File: src/rtl/text_dma_sched_pkg.sv
// Shared constants, types and helpers for the text sprite DMA scheduler.
package text_pkg;

   localparam int CP_W         = 7;
   localparam int CP_START     = 'h20;
   localparam int FONT_HEIGHT  = 8;
   localparam int NUM_GLYPHS   = 64;
   localparam int GREET_LENGTH = 16;
   localparam int GREET_MSGS   = 32;

   localparam int GL_W         = $clog2(FONT_HEIGHT);
   localparam int GREET_ADDR_W = $clog2(GREET_MSGS * GREET_LENGTH);
   localparam int FONT_ADDR_W  = $clog2(NUM_GLYPHS * FONT_HEIGHT);
   localparam int MSG_W        = $clog2(GREET_MSGS);

   typedef logic [CP_W-1:0]         cp_t;
   typedef logic [GREET_ADDR_W-1:0] greet_addr_t;
   typedef logic [FONT_ADDR_W-1:0]  font_addr_t;

   typedef enum logic [1:0] {
      IDLE = 2'd0,
      RUN  = 2'd1,
      DONE = 2'd2
   } sched_state_t;

   // Code points outside the font fall back to glyph 0 (space).
   function automatic font_addr_t glyph_idx(input cp_t cp);
      font_addr_t ext;
      ext = font_addr_t'(cp);
      if (ext >= font_addr_t'(CP_START) && ext < font_addr_t'(CP_START + NUM_GLYPHS))
         return ext - font_addr_t'(CP_START);
      return '0;
   endfunction

endpackage

File: src/rtl/text_dma_sched_greet_selector.sv
// Frame-based message timer: advances the greeting index every TXT_PAUSE frames.
module greet_selector
   import text_pkg::*;
#(
   parameter int TXT_PAUSE = 80
) (
   input  logic             video_clk_pix,
   input  logic             rst_n,
   input  logic             frame_start,
   input  logic             msg_hold,
   output logic [MSG_W-1:0] greeting
);
   localparam int FC_W = (TXT_PAUSE > 1) ? $clog2(TXT_PAUSE) : 1;
   localparam logic [FC_W-1:0]  FC_LAST  = FC_W'(TXT_PAUSE - 1);
   localparam logic [MSG_W-1:0] MSG_LAST = MSG_W'(GREET_MSGS - 1);

   logic [FC_W-1:0]  frame_cnt_q, frame_cnt_d;
   logic [MSG_W-1:0] greeting_q, greeting_d;

   // Count unheld frames; on the last frame of a message wrap and step to the next message.
   always_comb begin
      frame_cnt_d = frame_cnt_q;
      greeting_d  = greeting_q;
      if (frame_start && !msg_hold) begin
         if (frame_cnt_q == FC_LAST) begin
            frame_cnt_d = '0;
            greeting_d  = (greeting_q == MSG_LAST) ? '0 : greeting_q + 1'b1;
         end else begin
            frame_cnt_d = frame_cnt_q + 1'b1;
         end
      end
   end

   // Timer state registers.
   always_ff @(posedge video_clk_pix or negedge rst_n) begin
      if (!rst_n) begin
         frame_cnt_q <= '0;
         greeting_q  <= '0;
      end else begin
         frame_cnt_q <= frame_cnt_d;
         greeting_q  <= greeting_d;
      end
   end

   assign greeting = greeting_q;

endmodule

File: src/rtl/text_dma_sched.sv
// Per-line text sprite scheduler: fetches one row of code points from the
// greeting ROM and hands out font ROM glyph-line reads one sprite at a time.
//
//   state | meaning
//   IDLE  | waiting for dma_start
//   RUN   | greeting reads, code point capture, font grants
//   DONE  | one-cycle done pulse, back to IDLE
module text_dma_sched
   import text_pkg::*;
#(
   parameter int SPR_CNT   = 8,
   parameter int TXT_PAUSE = 80
) (
   input  logic                    video_clk_pix,
   input  logic                    rst_n,
   input  logic                    frame_start,
   input  logic                    msg_hold,
   input  logic                    dma_start,
   input  logic                    row_sel,
   input  logic [SPR_CNT*GL_W-1:0] glyph_line,
   output logic [GREET_ADDR_W-1:0] greet_addr,
   input  logic [CP_W-1:0]         greet_data,
   output logic [FONT_ADDR_W-1:0]  font_addr,
   output logic [SPR_CNT-1:0]      spr_fdma,
   output logic [MSG_W-1:0]        greeting,
   output logic                    busy,
   output logic                    done
);
   localparam int CNT_W  = $clog2(SPR_CNT + 3);
   localparam int SLOT_W = (SPR_CNT > 1) ? $clog2(SPR_CNT) : 1;
   localparam logic [CNT_W-1:0] CNT_FETCHES   = CNT_W'(SPR_CNT);
   localparam logic [CNT_W-1:0] CNT_FIRST_CAP = CNT_W'(2);
   localparam logic [CNT_W-1:0] CNT_LAST_CAP  = CNT_W'(SPR_CNT + 1);
   localparam logic [CNT_W-1:0] CNT_END       = CNT_W'(SPR_CNT + 2);

   sched_state_t       state_q, state_d;
   greet_addr_t        base_q, base_d;
   greet_addr_t        greet_addr_q, greet_addr_d;
   font_addr_t         font_addr_q, font_addr_d;
   logic [SPR_CNT-1:0] spr_fdma_q, spr_fdma_d;
   logic [CNT_W-1:0]   cnt_q, cnt_d;
   logic               busy_q, busy_d;
   logic               done_q, done_d;
   cp_t                cp_q [SPR_CNT];
   cp_t                cp_d [SPR_CNT];
   logic [SLOT_W-1:0]  slot;
   logic [GL_W-1:0]    slot_line;

   greet_selector #(
      .TXT_PAUSE (TXT_PAUSE)
   ) u_greet_sel (
      .video_clk_pix (video_clk_pix),
      .rst_n         (rst_n),
      .frame_start   (frame_start),
      .msg_hold      (msg_hold),
      .greeting      (greeting)
   );

   // cnt_q holds the cycle number n inside RUN; ROM data for sprite k shows up at n = k+2.
   assign slot      = SLOT_W'(cnt_q - CNT_FIRST_CAP);
   assign slot_line = glyph_line[slot*GL_W +: GL_W];

   // Next-state and next-output logic for the fetch sequence.
   always_comb begin
      state_d      = state_q;
      base_d       = base_q;
      greet_addr_d = greet_addr_q;
      font_addr_d  = font_addr_q;
      spr_fdma_d   = '0;
      cnt_d        = cnt_q;
      busy_d       = busy_q;
      done_d       = 1'b0;
      cp_d         = cp_q;
      unique case (state_q)
         IDLE: begin
            if (dma_start) begin
               base_d = greet_addr_t'(greeting) * greet_addr_t'(GREET_LENGTH)
                      + (row_sel ? greet_addr_t'(GREET_LENGTH / 2) : '0);
               greet_addr_d = base_d;
               cnt_d        = CNT_W'(1);
               busy_d       = 1'b1;
               state_d      = RUN;
            end
         end
         RUN: begin
            if (cnt_q < CNT_FETCHES)
               greet_addr_d = base_q + greet_addr_t'(cnt_q);
            if (cnt_q >= CNT_FIRST_CAP && cnt_q <= CNT_LAST_CAP) begin
               cp_d[slot]  = greet_data;
               spr_fdma_d  = SPR_CNT'(1) << slot;
               font_addr_d = glyph_idx(greet_data) * font_addr_t'(FONT_HEIGHT)
                           + font_addr_t'(slot_line);
            end
            if (cnt_q == CNT_END) begin
               busy_d  = 1'b0;
               done_d  = 1'b1;
               state_d = DONE;
            end else begin
               cnt_d = cnt_q + 1'b1;
            end
         end
         DONE: begin
            state_d = IDLE;
         end
         default: begin
            state_d = IDLE;
            busy_d  = 1'b0;
         end
      endcase
   end

   // Sequencer registers; every output comes straight from a flop.
   always_ff @(posedge video_clk_pix or negedge rst_n) begin
      if (!rst_n) begin
         state_q      <= IDLE;
         base_q       <= '0;
         greet_addr_q <= '0;
         font_addr_q  <= '0;
         spr_fdma_q   <= '0;
         cnt_q        <= '0;
         busy_q       <= 1'b0;
         done_q       <= 1'b0;
         cp_q         <= '{default: '0};
      end else begin
         state_q      <= state_d;
         base_q       <= base_d;
         greet_addr_q <= greet_addr_d;
         font_addr_q  <= font_addr_d;
         spr_fdma_q   <= spr_fdma_d;
         cnt_q        <= cnt_d;
         busy_q       <= busy_d;
         done_q       <= done_d;
         cp_q         <= cp_d;
      end
   end

   assign greet_addr = greet_addr_q;
   assign font_addr  = font_addr_q;
   assign spr_fdma   = spr_fdma_q;
   assign busy       = busy_q;
   assign done       = done_q;

endmodule

File: config.mk
export PLATFORM = sky130hd
export DESIGN_NAME = text_dma_sched
export DESIGN_NICKNAME = d
export VERILOG_FILES = /design/src/rtl/text_dma_sched_pkg.sv /design/src/rtl/text_dma_sched_greet_selector.sv /design/src/rtl/text_dma_sched.sv
export SDC_FILE = /design/constraint.sdc
export NUM_CORES = 1
export LEC_CHECK = 0
export CORE_ASPECT_RATIO = 0.6
export CORE_MARGIN = 3
export CORE_UTILIZATION = 44
export CTS_BUF_LIST = sky130_fd_sc_hd__clkbuf_8 sky130_fd_sc_hd__clkbuf_16
export CTS_CLUSTER_DIAMETER = 120
export DETAILED_ROUTE_END_ITERATION = 12
export GPL_TIMING_DRIVEN = 0
export PLACE_DENSITY_LB_ADDON = 0.2
export SYNTH_ARGS = -nofsm -noshare
export SYNTH_HDL_FRONTEND = slang
export SYNTH_SLANG_ARGS = --single-unit
File: constraint.sdc
create_clock -name video_clk_pix -period 3.7 [get_ports video_clk_pix]
set_input_delay 0.74 -clock video_clk_pix [delete_from_list [all_inputs] [get_ports video_clk_pix]]
set_output_delay 0.74 -clock video_clk_pix [all_outputs]
set_load 0.01 [all_outputs]
==> metrics.md, run 1 <==
| Metric | Value |
|---|---|
| Status | `complete, no violations` |
| Io pins | `70` |
| Row Count | `21` |
| Top cells by area, synth | `dfrtp_1 49%, mux4_1 5.9%, mux2_2 5.5%` |
| Worst-Margin Slew | `0.707 ns` |
| Cell-internal power | `1.57 mW` |
| Commonest cells after routing, fill and taps aside | `68 x clkdlybuf4s50_1, 52 x dfrtp_1, 21 x nand2_1, 13 x mux2_2, 12 x inv_1` |
| Fraction of synthesized cell area taken by the top area cell type | `49.0%` |
| Routed wl met3 | `226 µm` |
| RSZ-0062 raised after global routing | `no` |
| Setup crit start kind | `input pin` |
| CP max stage cell | `clkdlybuf4s50_1` |
| R2R setup slack | `1.48 ns` |
| Share of layout cells above drive strength 1 | `12.0%` |
| Initial antenna violation count | `0` |
| Worst setup EP type | `flip-flop` |
| Syn_nets | `271` |
| # setup viols final | `0` |
| Die Area | `7040 µm²` |
| Diode count | `0` |
| WL met1 | `2910 µm` |
| Number of synthesized flops with an enable pin | `0` |
| Total negative setup slack | `0 ns` |
| Tmin final | `2.25 ns` |
| Die Span Y | `66.2 µm` |
| WL met2 | `2580 µm` |
| Avg Cell Area, Syn | `11.9 µm²` |
| Post-CTS Setup Bufs | `0` |
| Distinct cells, synth | `43` |
| Htree depth | `2` |
| P_leak | `1.65 nW` |
| Fraction of registers with async set/reset | `100%` |
| First-pass detailed-route iteration total | `4` |
| GPL Wtd Cong | `0.824` |
| Final instance area | `3550 µm²` |
| CTS tree | `yes` |
| Clock skew | `0.00558 ns` |
| Post-synthesis cell count | `223` |
| Crit-path max cell delay | `0.44 ns` |
| Crit path max fanout | `10` |
| Final number of max-transition violations | `0` |
| Sw power | `913 µW` |
| Max Used Layer | `met4` |
| Share of the yosys chip area belonging to registers | `49.0%` |
| Hpwl dp | `4430 µm` |
| Pwr dens | `699 nW/µm²` |
| Commonest non-fill, non-tap cell in the layout | `clkdlybuf4s50_1` |
| Peak supply drop | `0.256 mV` |
| Req. time, crit path | `3.90 ns` |
| GRT Resource Usage Total | `17.8%` |
| Placed insts | `373` |
| # hold bufs at CTS | `0` |
| WL final | `5760 µm` |
| Sw Share | `36.7%` |
| CTS buffer count | `5` |
| Fin nets | `348` |
| Post-cts resize count | `0` |
| Skew-Pair Late Insertion Delay | `0.30 ns` |
| Via count | `1969` |
| Final Non-Filler Cells | `381` |
| Comb power frac | `52.0%` |
| Sequential Power Share | `35.1%` |
| Initial core utilization | `46.6%` |
| DR DRC count | `0` |
| Cell Area, Synth | `2660 µm²` |
| Die width | `106 µm` |
| WL per Instance | `15.1 µm` |
| Synth Register Bits | `52` |
| Largest net degree at the start of global routing | `34` |
| HP Class | `in -> async` |
| Fin crit share | `60.8%` |
| IO buf count | `69` |
| Hold Slack | `0.373 ns` |
| Fmax | `444 MHz` |
| Root Buffer | `clkbuf_8` |
| Synth Warn # | `0` |
| Core ar. | `5700 µm²` |
| Via count of the first global-routing pass | `1935` |
| First-pass GRT wire length | `9710 µm` |
| Iter 0 DRT Violations | `74` |
| Area leader, netlist | `dfrtp_1` |
| CP Cell Sequence | `clkdlybuf4s50_1, nor2b_1, clkbuf_1, nand3_1, a221o_1` |
| Fin. Hold Viols | `0` |
| Area Overhead vs Synth | `33.7%` |
| Max cap viols | `0` |
| Primary FF master, synth | `dfrtp_1` |
| Crit path DAT | `2.45 ns` |
| Vias per cell | `5.17` |
| Clk slew on worst S/H paths | `0.10 ns` |
| Grt total ovfl | `0` |
| Clock Power Share | `12.9%` |
| Worst Path Class, Setup | `in -> reg` |
| Routed Antenna Nets | `0` |
| Max-slew headroom | `52.7%` |
| Clock tree buffer depth | `2` |
| Placed Instance Area | `3460 µm²` |
| CTS sink cnt | `52` |
sequential cells by signal, summed over array words and instances (netlist names), 2 cells and up:
signal / cells
font_addr: 9
greet_addr: 9
spr_fdma: 8
u_greet_sel.frame_cnt_q: 7
base_q: 6
u_greet_sel.greeting: 5
cnt_q: 4
state_q: 2
synth_stat cells (all sizes together), types with 4 or more instances:
master  number
nor2         4
and3b        4
mux2i       10
xnor2        6
ha          11
dfrtp       52
nand2b       5
nor2b        6
a21oi        4
nand3        8
nor3         4
clkbuf       4
inv         11
mux4         6
buf          6
nand2       21
o21ai       12
mux2        16
and3         9
power groups by stage:
stage	combinational, mW	sequential, mW	clock, mW
after detailed placement	1.29	0.880	0
after CTS	1.30	0.872	0.328
final	1.29	0.872	0.321
after floorplan	0.799	0.909	0
after global routing	1.41	0.897	0.353
after global placement	1.28	0.874	0
cells by family (layout without fill, tap and decap cells):
group / count (synthesis) / count (layout) / share of synthesized area, %
AND/OR/NAND/NOR: 70 / 70 / 14.5
flip-flops: 52 / 52 / 49.0
multiplexers: 32 / 32 / 16.9
AO/OA/AOI/OAI: 29 / 29 / 7.63
buffers and inverters: 21 / 99 / 4.15
adder cells (fa/ha/maj): 11 / 11 / 5.18
XOR/XNOR: 8 / 8 / 2.64
worst paths after layout:
check,startpoint,depth (start not counted),to
hold / removal,rst_n,1,font_addr[4]$_DFFE_PN0P_
max in group asynchronous,rst_n,2,font_addr[8]$_DFFE_PN0P_
setup / recovery,frame_start,5,u_greet_sel.greeting[3]$_DFFE_PN0P_
min in group video_clk_pix,greet_addr[6]$_DFFE_PN0P_,2,greet_addr[6]$_DFFE_PN0P_
setup reg to reg,cnt_q[1]$_DFFE_PN0P_,7,font_addr[3]$_DFFE_PN0P_
hold reg to reg,greet_addr[6]$_DFFE_PN0P_,2,greet_addr[6]$_DFFE_PN0P_
per-stage QoR:
stage	util (%)	power, mW	worst slack (ns)
finish	62.3	2.48	1.45
global route	62.3	2.66	1.29
detailed placement	60.7	2.17	1.13
global placement	60.5	2.15	0.346
floorplan	-	1.71	1.81
CTS	62.3	2.50	1.45
metal layers:
| layer | global-route usage (%) | up-vias |
|---|---|---|
| li1 | - | 947 |
| met1 | 26.1 | 980 |
| met2 | 26.9 | 37 |
| met3 | 4.10 | 5 |
| met4 | 3.88 | 0 |
| met5 | 0 | - |
final cells by class:
type	count	area, µm²
Fill cell	465	2150
Multi-Input combinational cell	150	1240
Timing Repair Buffer	70	706
Tap cell	80	100
Inverter	11	41.3
Clock buffer	5	68.8
Buffer	10	68.8
Sequential cell	52	1300
Clock inverter	3	20.0
critical path: cells and delay by family:
kind	cells	cell delay, ns
buffers and inverters	2	0.78
AND/OR/NAND/NOR	2	0.49
AO/OA/AOI/OAI	1	0.44
Note: power is estimated with default switching activity, not from simulation.
==> run 2, diff against run 1 <==
==> constraint.sdc (replaced) <==
create_clock -name video_clk_pix -period 1.86 [get_ports video_clk_pix]
set_input_delay 0.372 -clock video_clk_pix [delete_from_list [all_inputs] [get_ports video_clk_pix]]
set_output_delay 0.372 -clock video_clk_pix [all_outputs]
set_load 0.01 [all_outputs]
==> run 2 against run 1 <==
Against the previous run: via count rose by 0.91%; clock power rose by 150%; clock skew up 0.0029 ns; power is 120% higher; register-to-register slack worse by 1.5 ns; sequential power is 96% higher; sequential share of layout area shrank 1.6 points; wire length is 3.0% higher; utilization increased by 3.0 points; count of clock-buffer cells in the layout stayed put; critical endpoint is now font_addr[0]$_DFFE_PN0P_; largest cell class unchanged; highest routed layer unchanged.
==> metrics.md, run 2 (synthesized netlist as in run 1, its figures left out) <==
| Metric | Value |
|---|---|
| Io pins | `70` |
| Final instance area | `3720 µm²` |
| CTS tree | `yes` |
| Largest net degree at the start of global routing | `34` |
| Grt total ovfl | `0` |
| Req. time, crit path | `2.06 ns` |
| Final Non-Filler Cells | `391` |
| # setup viols final | `0` |
| P_leak | `1.71 nW` |
| Pwr dens | `1470 nW/µm²` |
| Fin. Hold Viols | `0` |
| Peak supply drop | `0.593 mV` |
| Placed insts | `373` |
| GPL Wtd Cong | `0.818` |
| First-pass GRT wire length | `9630 µm` |
| Crit path max fanout | `5` |
| Power Total | `5.49 mW` |
| Worst setup EP type | `flip-flop` |
| DR DRC count | `0` |
| Iter 0 DRT Violations | `68` |
| CTS buffer count | `5` |
| Htree depth | `2` |
| Clk slew on worst S/H paths | `0.09 ns` |
| Core ar. | `5700 µm²` |
| Hpwl dp | `4350 µm` |
| Fmax | `546 MHz` |
| Clock tree buffer depth | `2` |
| CTS sink cnt | `52` |
| Root Buffer | `clkbuf_8` |
| Initial core utilization | `46.6%` |
| Worst-Margin Slew | `0.729 ns` |
| Die width | `106 µm` |
| WL per Instance | `15.2 µm` |
| Status | `complete, no violations` |
| Share of layout cells above drive strength 1 | `18.0%` |
| Die Area | `7040 µm²` |
| Placed Instance Area | `3460 µm²` |
| Commonest non-fill, non-tap cell in the layout | `clkdlybuf4s50_1` |
| Via count | `1987` |
| HP Class | `reg -> reg` |
| Setup crit start kind | `flip-flop` |
| Crit path DAT | `2.03 ns` |
| GRT Resource Usage Total | `17.8%` |
| Final number of max-transition violations | `0` |
| Tmin final | `1.83 ns` |
| IO buf count | `69` |
| Area Overhead vs Synth | `40.1%` |
| WL final | `5930 µm` |
| Vias per cell | `5.08` |
| Total negative setup slack | `0 ns` |
| RSZ-0062 raised after global routing | `no` |
| Diode count | `0` |
| Max cap viols | `0` |
| First-pass detailed-route iteration total | `4` |
| Via count of the first global-routing pass | `1942` |
| Die Span Y | `66.2 µm` |
| Routed Antenna Nets | `0` |
| Skew-Pair Late Insertion Delay | `0.31 ns` |
| Fin nets | `358` |
| Clock skew | `0.00851 ns` |
| Initial antenna violation count | `0` |
| Fin crit share | `98.5%` |
| Max-slew headroom | `51.2%` |
| Row Count | `21` |
| Commonest cells after routing, fill and taps aside | `68 x clkdlybuf4s50_1, 51 x dfrtp_1, 20 x nand2_1, 13 x mux2_2` |
| Worst Path Class, Setup | `reg -> reg` |
## run 2: changes by cell type in the layout (fill, tap and decap cells not counted), sizes merged
cell | before | now
bufinv | 0 | 1
dlygate4sd3 | 0 | 1
buf | 8 | 17
clkinv | 1 | 0
## run 2: area by class of cell
class	instances	area, µm²
buffer	10	78.8
clock buffer	5	68.8
clock inverter	3	46.3
fill	433	1980
inverter	11	43.8
multi-input combinational	150	1280
sequential	52	1300
tap	80	100
timing repair buffer	80	800
## run 2: power by group
| group | total (mW) | switching [mW] | internal (mW) |
|---|---|---|---|
| clock | 0.798 | 0.392 | 0.406 |
| sequential | 1.71 | 0.229 | 1.48 |
| combinational | 2.98 | 1.33 | 1.65 |
| total | 5.49 | 1.95 | 3.54 |
## run 2: worst max-delay path, cell delays in order (launching register included)
cell and delay (ns):
dfrtp_1 0.39, buf_6 0.13, buf_12 0.11, mux4_1 0.54, mux2_2 0.29, mux2_4 0.26
## run 2: stage by stage
stage	hold slack, ns	utilization (%)	worst slack (ns)
after CTS	0.494	64.0	0.0147
after global placement	0.467	60.5	-1.17
after global routing	0.525	65.3	0.000113
final	0.488	65.3	0.0280
after detailed placement	0.339	60.7	-0.313
after floorplan	0.0764	-	0.0176
## run 2: per-layer routing
metal | share of wire [%] | up-vias | global-route usage, %
li1 | - | 972 | -
met3 | 3.2 | 5 | 3.61
met2 | 45 | 27 | 27.7
met4 | 0.74 | 0 | 4.85
met5 | 0 | - | 0
met1 | 51 | 983 | 25.5
## run 2: timing repair
item / in CTS / in global routing
pin swaps: 2 / 3
buffers inserted: 5 / 4
hold buffers: 1 / 0
hold endpoints to repair: 8 / 0
gates resized for setup: 7 / 10
setup endpoints to repair: 19 / 27
## run 2: worst paths after layout
kind / start / end / slack, ns / cells past startpoint
max: cnt_q[0]$_DFFE_PN0P_ / font_addr[0]$_DFFE_PN0P_ / 0.03 / 5
min: greet_addr[3]$_DFFE_PN0P_ / greet_addr[3]$_DFFE_PN0P_ / 0.49 / 2
max reg2reg: cnt_q[0]$_DFFE_PN0P_ / font_addr[0]$_DFFE_PN0P_ / 0.03 / 5
min reg2reg: greet_addr[3]$_DFFE_PN0P_ / greet_addr[3]$_DFFE_PN0P_ / 0.49 / 2
max in group asynchronous: rst_n / u_greet_sel.frame_cnt_q[3]$_DFFE_PN0P_ / 0.80 / 3
min in group asynchronous: rst_n / font_addr[7]$_DFFE_PN0P_ / 0.53 / 2
==> run 3, diff against run 2 <==
--- a/config.mk
+++ b/config.mk
@@ -6,7 +6,6 @@
 export NUM_CORES = 1
 export LEC_CHECK = 0
 export CORE_ASPECT_RATIO = 0.6
-export CORE_MARGIN = 3
 export CORE_UTILIZATION = 44
 export CTS_BUF_LIST = sky130_fd_sc_hd__clkbuf_8 sky130_fd_sc_hd__clkbuf_16
 export CTS_CLUSTER_DIAMETER = 120
==> run 3 against run 2 <==
Against the previous run: die area fell by 9.6%; utilization rose by 0.31 points; hold slack got worse by 0.45 ns.
==> metrics.md, run 3 (synthesized netlist as in run 1, its figures left out) <==
| Metric | Value |
|---|---|
| WL per Instance | `15.1 µm` |
| Final instance area | `3740 µm²` |
| Fin nets | `356` |
| Cell depth of the worst flop-to-flop path | `5` |
| Io pins | `70` |
| P_leak | `1.71 nW` |
| Placed Instance Area | `3460 µm²` |
| Core ar. | `5700 µm²` |
| Total negative setup slack | `0 ns` |
| GPL Wtd Cong | `0.782` |
| Worst-Margin Slew | `0.687 ns` |
| First-pass detailed-route iteration total | `4` |
| DR DRC count | `0` |
| Clk slew on worst S/H paths | `0.09 ns` |
| Commonest non-fill, non-tap cell in the layout | `clkdlybuf4s50_1` |
| HP Class | `in -> async` |
| Worst R2R End | `font_addr[2]$_DFFE_PN0P_` |
| Clock tree buffer depth | `2` |
| Clock skew | `0.00511 ns` |
| Setup crit start kind | `flip-flop` |
| Die Area | `6360 µm²` |
| R2R setup slack | `0.04 ns` |
| IO buf count | `69` |
| Worst setup EP type | `flip-flop` |
| Iter 0 DRT Violations | `72` |
| Row Count | `21` |
| Via count | `1994` |
| Skew-Pair Late Insertion Delay | `0.30 ns` |
| Share of layout cells above drive strength 1 | `17.9%` |
| Peak supply drop | `0.717 mV` |
| WL final | `5860 µm` |
| Fin. Hold Viols | `0` |
| Req. time, crit path | `2.05 ns` |
| Max-slew headroom | `54.0%` |
| Area Overhead vs Synth | `40.7%` |
| Diode count | `0` |
| Vias per cell | `5.14` |
| # hold bufs at CTS | `0` |
| CTS tree | `yes` |
| Grt total ovfl | `0` |
| Fmax | `549 MHz` |
| Commonest cells after routing, fill and taps aside | `68 x clkdlybuf4s50_1, 51 x dfrtp_1, 20 x nand2_1, 12 x mux2_2` |
| GRT Resource Usage Total | `19.8%` |
| Die width | `102 µm` |
| First-pass GRT wire length | `9590 µm` |
| Htree depth | `2` |
| Pwr dens | `1470 nW/µm²` |
| Register area | `1300 µm²` |
| Status | `complete, no violations` |
| Root Buffer | `clkbuf_8` |
| Crit path max fanout | `7` |
| Multi-input logic area | `1320 µm²` |
| RR Startpoint | `cnt_q[0]$_DFFE_PN0P_` |
| Worst Path Class, Setup | `reg -> reg` |
| Die Span Y | `62.2 µm` |
| Initial core utilization | `46.6%` |
| Largest net degree at the start of global routing | `30` |
| CTS sink cnt | `52` |
| # setup viols final | `0` |
| CTS buffer count | `5` |
| Final number of max-transition violations | `0` |
| Initial antenna violation count | `0` |
| Hpwl dp | `4250 µm` |
| Routed Antenna Nets | `0` |
| Fin crit share | `97.9%` |
| Via count of the first global-routing pass | `1903` |
| Crit path DAT | `2.01 ns` |
| Tmin final | `1.82 ns` |
| Fill count | `447` |
| Max cap viols | `0` |
-- run 3: how the worst max path moves through the flow --
| stage | start | slack [ns] | end | cells past startpoint |
|---|---|---|---|---|
| 6_report | cnt_q[0]$_DFFE_PN0P_ | 0.04 | font_addr[2]$_DFFE_PN0P_ | 5 |
| 4_1_cts | frame_start | 0.01 | u_greet_sel.greeting[3]$_DFFE_PN0P_ | 5 |
| 3_3_place_gp | rst_n | -1.15 | u_greet_sel.greeting[0]$_DFFE_PN0P_ | 1 |
| 2_1_floorplan | cnt_q[0]$_DFFE_PN0P_ | 0.02 | cnt_q[0]$_DFFE_PN0P_ | 7 |
| 5_1_grt | cnt_q[0]$_DFFE_PN0P_ | -0.02 | cnt_q[1]$_DFFE_PN0P_ | 8 |
| 3_5_place_dp | cnt_q[0]$_DFFE_PN0P_ | -0.34 | cnt_q[0]$_DFFE_PN0P_ | 7 |
-- run 3: routing by layer --
| layer | routed length, µm | track usage (%) | vias up |
|---|---|---|---|
| li1 | - | - | 969 |
| met1 | 3010 | 30.0 | 991 |
| met2 | 2610 | 28.8 | 29 |
| met3 | 189 | 4.05 | 5 |
| met4 | 55 | 5.36 | 0 |
| met5 | 0 | 0 | - |
-- run 3: worst max-delay path: stages, from the launching register on --
cell and delay, ns:
dfrtp_1 0.38, buf_6 0.12, buf_12 0.12, mux4_1 0.55, mux2_2 0.28, mux2_4 0.26
-- run 3: power breakdown --
group / switching, mW / total, mW / internal, mW
registers: 0.234 / 1.71 / 1.48
logic: 1.37 / 3.11 / 1.74
clock network: 0.360 / 0.692 / 0.332
-- run 3: layout make-up --
| class | count | area share [%] |
|---|---|---|
| timing repair buffer | 78 | 21.3 |
| tap | 80 | 2.68 |
| inverter | 11 | 1.17 |
| multi-input combinational | 150 | 35.2 |
| sequential | 52 | 34.8 |
| buffer | 10 | 2.24 |
| clock buffer | 7 | 2.58 |
-- run 3: repair_timing --
action / CTS / global route
pin swaps: 3 / 3
resized for setup: 9 / 14
gates cloned: 0 / 0
hold endpoints to repair: 0 / 0
buffers inserted: 5 / 3
setup endpoints to repair: 20 / 27
-- run 3: stage by stage --
stage	worst slack, ns	power, mW	instances	hold WS (ns)	utilization (%)
finish	0.0385	5.51	388	0.0394	65.6
global route	-0.0152	5.87	388	0.0838	65.6
CTS	0.0118	5.28	385	0.0491	63.8
detailed placement	-0.337	4.32	373	0.385	60.7
global placement	-1.15	4.28	372	0.468	60.5
floorplan	0.0176	3.40	223	0.0764	-
